### config.mk
export PLATFORM = sky130hd
export DESIGN_NAME = muldiv_ctrl_flat
export DESIGN_NICKNAME = d
export VERILOG_FILES = /design/src/rtl/muldiv_ctrl_if.sv /design/src/rtl/muldiv_ctrl.sv /design/src/flat_wrapper.sv
export SDC_FILE = /design/constraint.sdc
export NUM_CORES = 2
export LEC_CHECK = 0
export CAP_MARGIN = 20
export CORE_MARGIN = 2
export CORE_UTILIZATION = 40
export DETAILED_ROUTE_END_ITERATION = 8
export GPL_TIMING_DRIVEN = 0
export MAX_ROUTING_LAYER = met4
export PLACE_DENSITY = 0.68
export SETUP_SLACK_MARGIN = 0.02
export SYNTH_ARGS = -nofsm -noshare
export SYNTH_HDL_FRONTEND = slang
export SYNTH_SLANG_ARGS = --single-unit
### constraint.sdc
create_clock -name clk -period 9.4 [get_ports clk]
set_input_delay 1.88 -clock clk [delete_from_list [all_inputs] [get_ports clk]]
set_output_delay 1.88 -clock clk [all_outputs]
set_load 0.01 [all_outputs]
### src/rtl/muldiv_ctrl_if.sv
// Handshake and data bundle between the EX-stage decoder and muldiv_ctrl.
// master: the EX stage (drives start, flags and operands, sees stall/results).
// slave : the mult/div sequencer.
interface muldiv_ctrl_if;
    logic        start;
    logic        ismult;
    logic        signedmult;
    logic        isdiv;
    logic        signeddiv;
    logic [31:0] a;
    logic [31:0] b;
    logic        cancel;
    logic        stall;
    logic        busy;
    logic        done;
    logic [31:0] hi_out;
    logic [31:0] lo_out;

    modport master (
        output start, ismult, signedmult, isdiv, signeddiv, a, b, cancel,
        input  stall, busy, done, hi_out, lo_out
    );

    modport slave (
        input  start, ismult, signedmult, isdiv, signeddiv, a, b, cancel,
        output stall, busy, done, hi_out, lo_out
    );
endinterface

### src/rtl/muldiv_ctrl.sv
// Multi-cycle multiply/divide sequencer for the HI/LO unit.
// 2-cycle multiply, 32-iteration restoring divide on operand magnitudes with
// a sign fix-up applied as the result is loaded into hi_out/lo_out.
// Optional build macro MULDIV_DIVZERO_FAST_EN: a divide by zero skips the
// iterations and returns hi_out = a (raw), lo_out = all ones.
//
// state | meaning
// IDLE  | waiting for a mult/div instruction
// MUL   | product computed and loaded into hi/lo
// DIV   | one restoring divide step per cycle, counter 0..31
// DONE  | done pulses, results valid; back to IDLE
module muldiv_ctrl (
    input  logic          clk,
    input  logic          rst,
    muldiv_ctrl_if.slave  bus
);
    localparam logic [1:0] IDLE = 2'd0;
    localparam logic [1:0] MUL  = 2'd1;
    localparam logic [1:0] DIV  = 2'd2;
    localparam logic [1:0] DONE = 2'd3;

    logic [1:0]  state_q, state_d;
    logic [31:0] a_q, a_d;
    logic [31:0] b_q, b_d;
    logic        smul_q, smul_d;
    logic        sdiv_q, sdiv_d;
    logic        nega_q, nega_d;
    logic        negq_q, negq_d;
    logic [5:0]  cnt_q, cnt_d;
    logic [31:0] rem_q, rem_d;
    logic [31:0] quo_q, quo_d;
    logic        done_q, done_d;
    logic [31:0] hi_q, hi_d;
    logic [31:0] lo_q, lo_d;

    logic [63:0] a_ext, b_ext, prod;
    logic [31:0] mag_a, mag_b;
    logic [32:0] shifted, diff;
    logic [31:0] step_rem, step_quo;

    // Operand extension and a 64-bit product; the low 64 bits of a
    // sign-extended multiply equal the signed 32x32 product.
    assign a_ext = smul_q ? {{32{a_q[31]}}, a_q} : {32'd0, a_q};
    assign b_ext = smul_q ? {{32{b_q[31]}}, b_q} : {32'd0, b_q};
    assign prod  = a_ext * b_ext;

    // Magnitudes for a signed divide; -2^31 wraps to itself, which still
    // reads correctly as an unsigned magnitude.
    assign mag_a = (bus.signeddiv && bus.a[31]) ? (32'd0 - bus.a) : bus.a;
    assign mag_b = (bus.signeddiv && bus.b[31]) ? (32'd0 - bus.b) : bus.b;

    // One restoring step: shift {rem, quo} left and trial-subtract. The
    // remainder stays below the divisor, so 33 bits hold the shifted value.
    assign shifted  = {rem_q, quo_q[31]};
    assign diff     = shifted - {1'b0, b_q};
    assign step_rem = diff[32] ? shifted[31:0] : diff[31:0];
    assign step_quo = {quo_q[30:0], ~diff[32]};

    // Next-state and datapath decode; cancel takes priority in every state.
    always_comb begin
        state_d = state_q;
        a_d     = a_q;
        b_d     = b_q;
        smul_d  = smul_q;
        sdiv_d  = sdiv_q;
        nega_d  = nega_q;
        negq_d  = negq_q;
        cnt_d   = cnt_q;
        rem_d   = rem_q;
        quo_d   = quo_q;
        done_d  = 1'b0;
        hi_d    = hi_q;
        lo_d    = lo_q;
        if (bus.cancel) begin
            state_d = IDLE;
        end else begin
            case (state_q)
                IDLE: begin
                    if (bus.start && bus.ismult) begin
                        a_d     = bus.a;
                        b_d     = bus.b;
                        smul_d  = bus.signedmult;
                        state_d = MUL;
                    end else if (bus.start && bus.isdiv) begin
                        quo_d   = mag_a;
                        b_d     = mag_b;
                        rem_d   = 32'd0;
                        nega_d  = bus.a[31];
                        negq_d  = bus.a[31] ^ bus.b[31];
                        sdiv_d  = bus.signeddiv;
                        cnt_d   = 6'd0;
                        state_d = DIV;
`ifdef MULDIV_DIVZERO_FAST_EN
                        if (bus.b == 32'd0) begin
                            hi_d    = bus.a;
                            lo_d    = 32'hFFFF_FFFF;
                            done_d  = 1'b1;
                            state_d = DONE;
                        end
`endif
                    end
                end
                MUL: begin
                    hi_d    = prod[63:32];
                    lo_d    = prod[31:0];
                    done_d  = 1'b1;
                    state_d = DONE;
                end
                DIV: begin
                    rem_d = step_rem;
                    quo_d = step_quo;
                    cnt_d = cnt_q + 6'd1;
                    if (cnt_q == 6'd31) begin
                        hi_d    = (sdiv_q && nega_q) ? (32'd0 - step_rem) : step_rem;
                        lo_d    = (sdiv_q && negq_q) ? (32'd0 - step_quo) : step_quo;
                        done_d  = 1'b1;
                        state_d = DONE;
                    end
                end
                default: begin
                    state_d = IDLE;
                end
            endcase
        end
    end

    // State and datapath registers with asynchronous clear.
    always_ff @(posedge clk or posedge rst) begin
        if (rst) begin
            state_q <= IDLE;
            a_q     <= 32'd0;
            b_q     <= 32'd0;
            smul_q  <= 1'b0;
            sdiv_q  <= 1'b0;
            nega_q  <= 1'b0;
            negq_q  <= 1'b0;
            cnt_q   <= 6'd0;
            rem_q   <= 32'd0;
            quo_q   <= 32'd0;
            done_q  <= 1'b0;
            hi_q    <= 32'd0;
            lo_q    <= 32'd0;
        end else begin
            state_q <= state_d;
            a_q     <= a_d;
            b_q     <= b_d;
            smul_q  <= smul_d;
            sdiv_q  <= sdiv_d;
            nega_q  <= nega_d;
            negq_q  <= negq_d;
            cnt_q   <= cnt_d;
            rem_q   <= rem_d;
            quo_q   <= quo_d;
            done_q  <= done_d;
            hi_q    <= hi_d;
            lo_q    <= lo_d;
        end
    end

    // Stall covers the issue cycle so the instruction holds in EX until DONE.
    assign bus.stall  = (bus.start && (bus.ismult || bus.isdiv) && (state_q == IDLE) && !bus.cancel)
                        || (state_q == MUL) || (state_q == DIV);
    assign bus.busy   = (state_q != IDLE);
    assign bus.done   = done_q;
    assign bus.hi_out = hi_q;
    assign bus.lo_out = lo_q;
endmodule

### src/flat_wrapper.sv
// flat-port wrapper written by rule: the top's interface ports become plain ports
module muldiv_ctrl_flat 
  (clk, rst, bus_start, bus_ismult, bus_signedmult, bus_isdiv, bus_signeddiv, bus_a, bus_b, bus_cancel, bus_stall, bus_busy, bus_done, bus_hi_out, bus_lo_out);
  muldiv_ctrl_if bus_i ();
  input  logic clk;
  input  logic rst;
  input wire logic [$bits(bus_i.start)-1:0] bus_start;
  input wire logic [$bits(bus_i.ismult)-1:0] bus_ismult;
  input wire logic [$bits(bus_i.signedmult)-1:0] bus_signedmult;
  input wire logic [$bits(bus_i.isdiv)-1:0] bus_isdiv;
  input wire logic [$bits(bus_i.signeddiv)-1:0] bus_signeddiv;
  input wire logic [$bits(bus_i.a)-1:0] bus_a;
  input wire logic [$bits(bus_i.b)-1:0] bus_b;
  input wire logic [$bits(bus_i.cancel)-1:0] bus_cancel;
  output wire logic [$bits(bus_i.stall)-1:0] bus_stall;
  output wire logic [$bits(bus_i.busy)-1:0] bus_busy;
  output wire logic [$bits(bus_i.done)-1:0] bus_done;
  output wire logic [$bits(bus_i.hi_out)-1:0] bus_hi_out;
  output wire logic [$bits(bus_i.lo_out)-1:0] bus_lo_out;
  assign bus_i.start = bus_start;
  assign bus_i.ismult = bus_ismult;
  assign bus_i.signedmult = bus_signedmult;
  assign bus_i.isdiv = bus_isdiv;
  assign bus_i.signeddiv = bus_signeddiv;
  assign bus_i.a = bus_a;
  assign bus_i.b = bus_b;
  assign bus_i.cancel = bus_cancel;
  assign bus_stall = bus_i.stall;
  assign bus_busy = bus_i.busy;
  assign bus_done = bus_i.done;
  assign bus_hi_out = bus_i.hi_out;
  assign bus_lo_out = bus_i.lo_out;
  muldiv_ctrl u_core (.clk(clk), .rst(rst), .bus(bus_i));
endmodule
=== Word level (Yosys, flattened, before mapping) ===
Cells that the tools add are included.

* Equality and inequality tests: 8
* Reductions and logical operators: 24
* Multipliers: 1
* Bitwise gates (word level): 4
* Add/subtract/negate cells: 6
* Muxes and demuxes: 30

{| class="wikitable"
|+ Operators with widths
! operator !! number
|-
| $mux 32 || 13
|-
| $pmux 32 s2 || 4
|-
| $mux 64 || 2
|-
| $sub 1x32->32 const A || 4
|-
| $mul 64x64->64 || 1
|-
| $sub 33x32->33 || 1
|-
| $mux 6 || 2
|-
| $pmux 6 s2 || 1
|-
| $logic_and 1x1->1 || 9
|-
| $reduce_and 3->1 || 3
|-
| $mux 2 || 4
|-
| $reduce_and 4->1 || 2
|-
| $reduce_bool 2->1 || 4
|-
| $add 6x1->6 const B || 1
|-
| $eq 6x5->1 const B || 1
|-
| $pmux 2 s3 || 1
|-
| $ne 2x1->1 const B || 2
|-
| $ne 4x2->1 const B || 1
|-
| $logic_or 1x1->1 || 3
|-
| $ne 3x2->1 const B || 1
|-
| $not 1->1 || 3
|-
| $eq 2x1->1 const B || 1
|-
| $eq 2x2->1 const B || 1
|-
| $logic_not 2->1 || 1
|-
| other kinds (6) || 7
|}

* Register bits: 205
* Output and inout port bits: 67
* Word-level logic and storage cells: 86
* Input bits: 72

=== Logic depth before layout (Yosys ltp) ===
* Depth after elaboration: 6
* Mapped depth: 37
* Mapped depth without buffers: 34

=== Least setup slack after synthesis ===
OpenSTA, ideal clock, no wires.

* Path kind: reg2reg
* Start point: register u_core.a_q[31]
* End point: register u_core.hi_q[29] (netlist: u_core.bus.hi_out[29])
* Setup slack: 327 ps
* Cell stages (with the launch flop): 33
* Path buffers: 3
* Required time: 9,279 ps
* Arrival: 8,952 ps
* Clock period less this slack: 9,073 ps
* Library setup time: 121 ps
* Path through: dfrtp_1 > and2_1 > clkbuf_1 > clkbuf_1 > nand2_1 > fa_1 > inv_1 > fa_1 > fa_1 > inv_1 > fa_1 > inv_1 > fa_1 > fa_1 > fa_1 > fa_1 > fa_1 > inv_1 > fa_1 > inv_1 > ha_1 > clkbuf_1 > o21a_1 > nor2_1 > o21ai_0 > and3_1 > o22a_1 > o21ai_0 > o22ai_1 > o31ai_1 > xor2_1 > o21ai_0 > o22a_1

* Cells in the longest elaborated chain, start to end: 3

{| class="wikitable"
|+ Ends and longest elaborated chain
! what !! RTL line !! text
|-
| start: declaration || muldiv_ctrl.sv:23 || <nowiki>logic [31:0] a_q, a_d;</nowiki>
|-
| start signal: assignment || muldiv_ctrl.sv:131 || <nowiki>a_q <= 32'd0;</nowiki>
|-
| start signal: assignment || muldiv_ctrl.sv:145 || <nowiki>a_q <= a_d;</nowiki>
|-
| $mux 64 || muldiv_ctrl.sv:43 || <nowiki>assign a_ext = smul_q ? {{32{a_q[31]}}, a_q} : {32'd0, a_q};</nowiki>
|-
| $mul 64x64->64 || muldiv_ctrl.sv:45 || <nowiki>assign prod = a_ext * b_ext;</nowiki>
|-
| $pmux 32 s2 || muldiv_ctrl.sv:77 || <nowiki>case (state_q)</nowiki>
|-
| end signal: assignment || muldiv_ctrl.sv:155 || <nowiki>hi_q <= hi_d;</nowiki>
|-
| end: declaration || muldiv_ctrl.sv:33 || <nowiki>logic [31:0] hi_q, hi_d;</nowiki>
|}

No other way between the ends.
A chain may end at the register's enable or synchronous reset.

=== Final worst setup path ===
* Start point: register u_core.a_q[13]
* End point: register u_core.hi_q[30] (netlist: u_core.bus.hi_out[30])

The elaborated chain is that of the path after synthesis.

==> results.txt <==
- On the critical path, the stage with the largest delay is an instance of sky130_fd_sc_hd__fa_2.
- Routed Antenna Nets: 0
* Total DRC errors in the routed layout: 0
- Entering global routing, the biggest net connects 95 pins.
- Data on the critical path is required at its endpoint by 9.88 ns.
* Number of flops mapped to enable cells by yosys: 0
* Pre-CTS setup slack: -1.97 ns
- The checks that failed: setup timing.
- Pin placement for this block handled 139 I/O pins.
- After technology mapping, the gate count stands at 6,728.
- The mapped netlist covers 0.0614 mm^2.
* Ys async rst share: 100%
- Clk buf depth: 3
- Biggest area consumer among synthesized cells: sky130_fd_sc_hd__fa_1
- At the end of the flow, the number of nets in the layout was 8,843.
- Final period demand of the worst path: 9.43 ns
- The detailed router finished its first iteration with 5,132 violations.
- Number of buffers created by CTS: 28
* Clock transition at path regs: 0.07 ns
* Status: finished with violations
* Flip-flop and latch count after synthesis: 205
* Vias in the first global route: 52.5k
* Clk root buf: sky130_fd_sc_hd__clkbuf_16
- Area growth syn-to-layout: 12.8%
- Count of hold buffers inserted by post-cts repair: 0
* Worst EP arrival: 9.91 ns
- Max-cap violations in this run came to 0.
- In this design, the stage delay of the slowest critical-path cell is 0.67 ns.
- Final slew viol count: 0
- The synthesized netlist contains 88 unique library cells.
- Measured along the x axis, the die boundary spans 396 um.
- Capturing element type of the critical path: register
- In this run the critical register-to-register path is launched from u_core.a_q[13].
- Number of antenna violations at the first check in global routing: 29
* Transition time at the pin with the least slew margin: 1.17 ns
* Std cell rows: 143
- Number of cell instances on the worst register-to-register path: 31
- The min-delay analysis places its worst path in the category reg -> reg.
- Largest fanout of any net on the critical path: 10
- TritonCTS built the clock tree.
- Hold depth: 2
* Average vias per placed instance: 5.53
- Iteration count of the initial detailed-routing pass: 7
* Worst R2R End: u_core.bus.hi_out[30]
- The first global-routing pass estimated 362,000 um of wire.
* Most numerous cell in the Yosys netlist: sky130_fd_sc_hd__inv_1
* Final setup violation count: 1
* Num Clock Sinks: 205
- Setup WS post-layout: -0.0266 ns
* Post-DR wirelength/cell: 27.5 um
* Global-route usage over all layers: 33.2%
* Top cells by area, synth: sky130_fd_sc_hd__fa_1 46%, sky130_fd_sc_hd__inv_1 9.6%, sky130_fd_sc_hd__dfrtp_1 8.4%, sky130_fd_sc_hd__ha_1 7.1%, sky130_fd_sc_hd__and2_1 6.0%
- Sequential share of the synthesized area: 8.35%
* Peak Freq: 106 MHz
- Setup clock skew after layout: 0.0211 ns
- In the final layout, the share of cells above drive strength 1 is 8.93%.
* Routability Congestion: 1.11
* Main flop type after synthesis: sky130_fd_sc_hd__dfrtp_1
- Number of buffers and inverters on the critical path: 7
* Endpoint with the worst hold slack: u_core.bus.hi_out[3]
- Per-instance average area after synthesis: 9.13 um^2
- Core Footprint: 0.152 mm^2
- The number of hold violations in the final report is 0.
- Yosys top cell area share: 46.3%
- In this design, the critical path's most frequently occurring cell is sky130_fd_sc_hd__fa_1.
- Total length of routed wires: 250,000 um
* WS Path Type: reg -> reg
- The setup check on the worst reg-to-reg path leaves a slack of -0.03 ns.
- Headroom to the max-slew limit came out at 20.6%.
- The kind of cell with the highest combined delay along the critical path is adder cells.
* Critical hold path startpoint: u_core.bus.hi_out[3]
- Post-Synthesis Net Count: 8,569
- Overflow left after global routing: 0
- The clock reaches the later pin of the worst-skew pair after 0.65 ns.
- Yosys printed 0 warnings.
- Detail Placement HPWL: 209,000 um
- The commonest cells after synthesis are 1,570 x sky130_fd_sc_hd__inv_1, 1,420 x sky130_fd_sc_hd__fa_1, 710 x sky130_fd_sc_hd__nand2_1, 594 x sky130_fd_sc_hd__and2_1, 349 x sky130_fd_sc_hd__ha_1.
- The initial utilization of the core area, before any placement, comes to 40.3%.
* # H-tree levels: 1
* Via count: 50.3k
* Kind of start point of the critical path: register
* Chip Height: 396 um
- Setup repair after global routing missed its margin: true
* IO Port Bufs: 138
- The die covers 0.157 mm^2.
* Final period utilization: 100%
metal layers:
metal	routed length (um)	GRT usage (%)
met1	90100	39.5
met2	110000	49.5
met3	27000	8.94
met4	22700	22.1
met5	0	-
layout by cell type, fill, tap and decap left out, drive strengths merged, types with 18 or more instances in the layout:
| cell | instances |
|---|---|
| inv | 1573 |
| fa | 1420 |
| nand2 | 710 |
| and2 | 597 |
| ha | 349 |
| a21oi | 245 |
| buf | 239 |
| clkbuf | 239 |
| o21ai | 228 |
| dfrtp | 205 |
| nor2 | 203 |
| xnor2 | 150 |
| clkdlybuf4s50 | 138 |
| xor2 | 102 |
| nand3 | 63 |
| a21o | 53 |
| nor3 | 44 |
| diode | 38 |
| and3 | 36 |
| mux2 | 34 |
| nand2b | 25 |
| mux2i | 25 |
| o31ai | 23 |
| nand4 | 22 |
| nor4 | 20 |
| or3 | 19 |
| o211ai | 18 |
| a211oi | 18 |
cell families (layout without fill, tap and decap cells):
kind of cell / after synthesis / in the layout / synth area share, %
adder cells (fa/ha/maj): 1773 / 1773 / 53.5
XOR/XNOR: 252 / 252 / 3.59
other: 0 / 38 / 0
multiplexers: 59 / 59 / 1.03
flip-flops: 205 / 205 / 8.35
AND/OR/NAND/NOR: 1805 / 1805 / 14.6
buffers and inverters: 1907 / 2199 / 11.7
AO/OA/AOI/OAI: 727 / 727 / 7.21
worst max-delay path by stage:
stage                              start                     to  cells past startpoint
after floorplan           u_core.a_q[31]  u_core.bus.hi_out[29]                     32
after global placement     u_core.a_q[0]  u_core.bus.hi_out[30]                     32
after detailed placement  u_core.a_q[31]  u_core.bus.hi_out[27]                     31
after CTS                  u_core.b_q[6]  u_core.bus.hi_out[30]                     31
after global routing      u_core.b_q[13]  u_core.bus.hi_out[30]                     32
final                     u_core.a_q[13]  u_core.bus.hi_out[30]                     31
registers in the layout, indices dropped and copies added (netlist names):
signal and count:
u_core.quo_q 32, u_core.bus.lo_out 32, u_core.sdiv_q 1, u_core.b_q 32
u_core.cnt_q 6, u_core.state_q 2, u_core.smul_q 1, u_core.bus.done 1
u_core.a_q 32, u_core.negq_q 1, u_core.rem_q 32, u_core.bus.hi_out 32
u_core.nega_q 1
repair_timing:
action                                  CTS  global route
endpoints found under the setup margin   38            33
pin swaps                                29            71
gates resized for setup                 419           377
cloned                                    0             0
endpoints found under the hold margin     0             0
setup buffers                            43            56
final cells by class:
type / instances / area (um^2)
timing repair buffer: 269 / 2740
clock buffer: 36 / 761
buffer: 311 / 2210
fill: 14755 / 83000
antenna: 38 / 95.1
tap: 2030 / 2540
sequential: 205 / 5230
clock inverter: 12 / 174
multi-input combinational: 4616 / 49600
inverter: 1571 / 5920
through the flow:
step	hold WS, ns	setup TNS, ns	instances	utilization [%]	area [um^2]
detailed placement	0.473	-45.90	8929	43.3	65900
global placement	0.468	-347.95	8896	42.9	65300
floorplan	0.463	0	6728	-	61400
CTS	0.486	0	8996	44.7	68100
global route	0.508	-0.528	9072	45.5	69300
finish	0.482	-0.0266	9088	45.5	69300
tightest hold or removal path: stages (launching register included):
cell and delay [ns]:
sky130_fd_sc_hd__dfrtp_1 0.34, sky130_fd_sc_hd__nand2_1 0.05, sky130_fd_sc_hd__o21ai_0 0.06
Power is left out: the tool's default activity adds up to more than one toggle a clock period on the data nets, which glitch-free logic cannot reach.
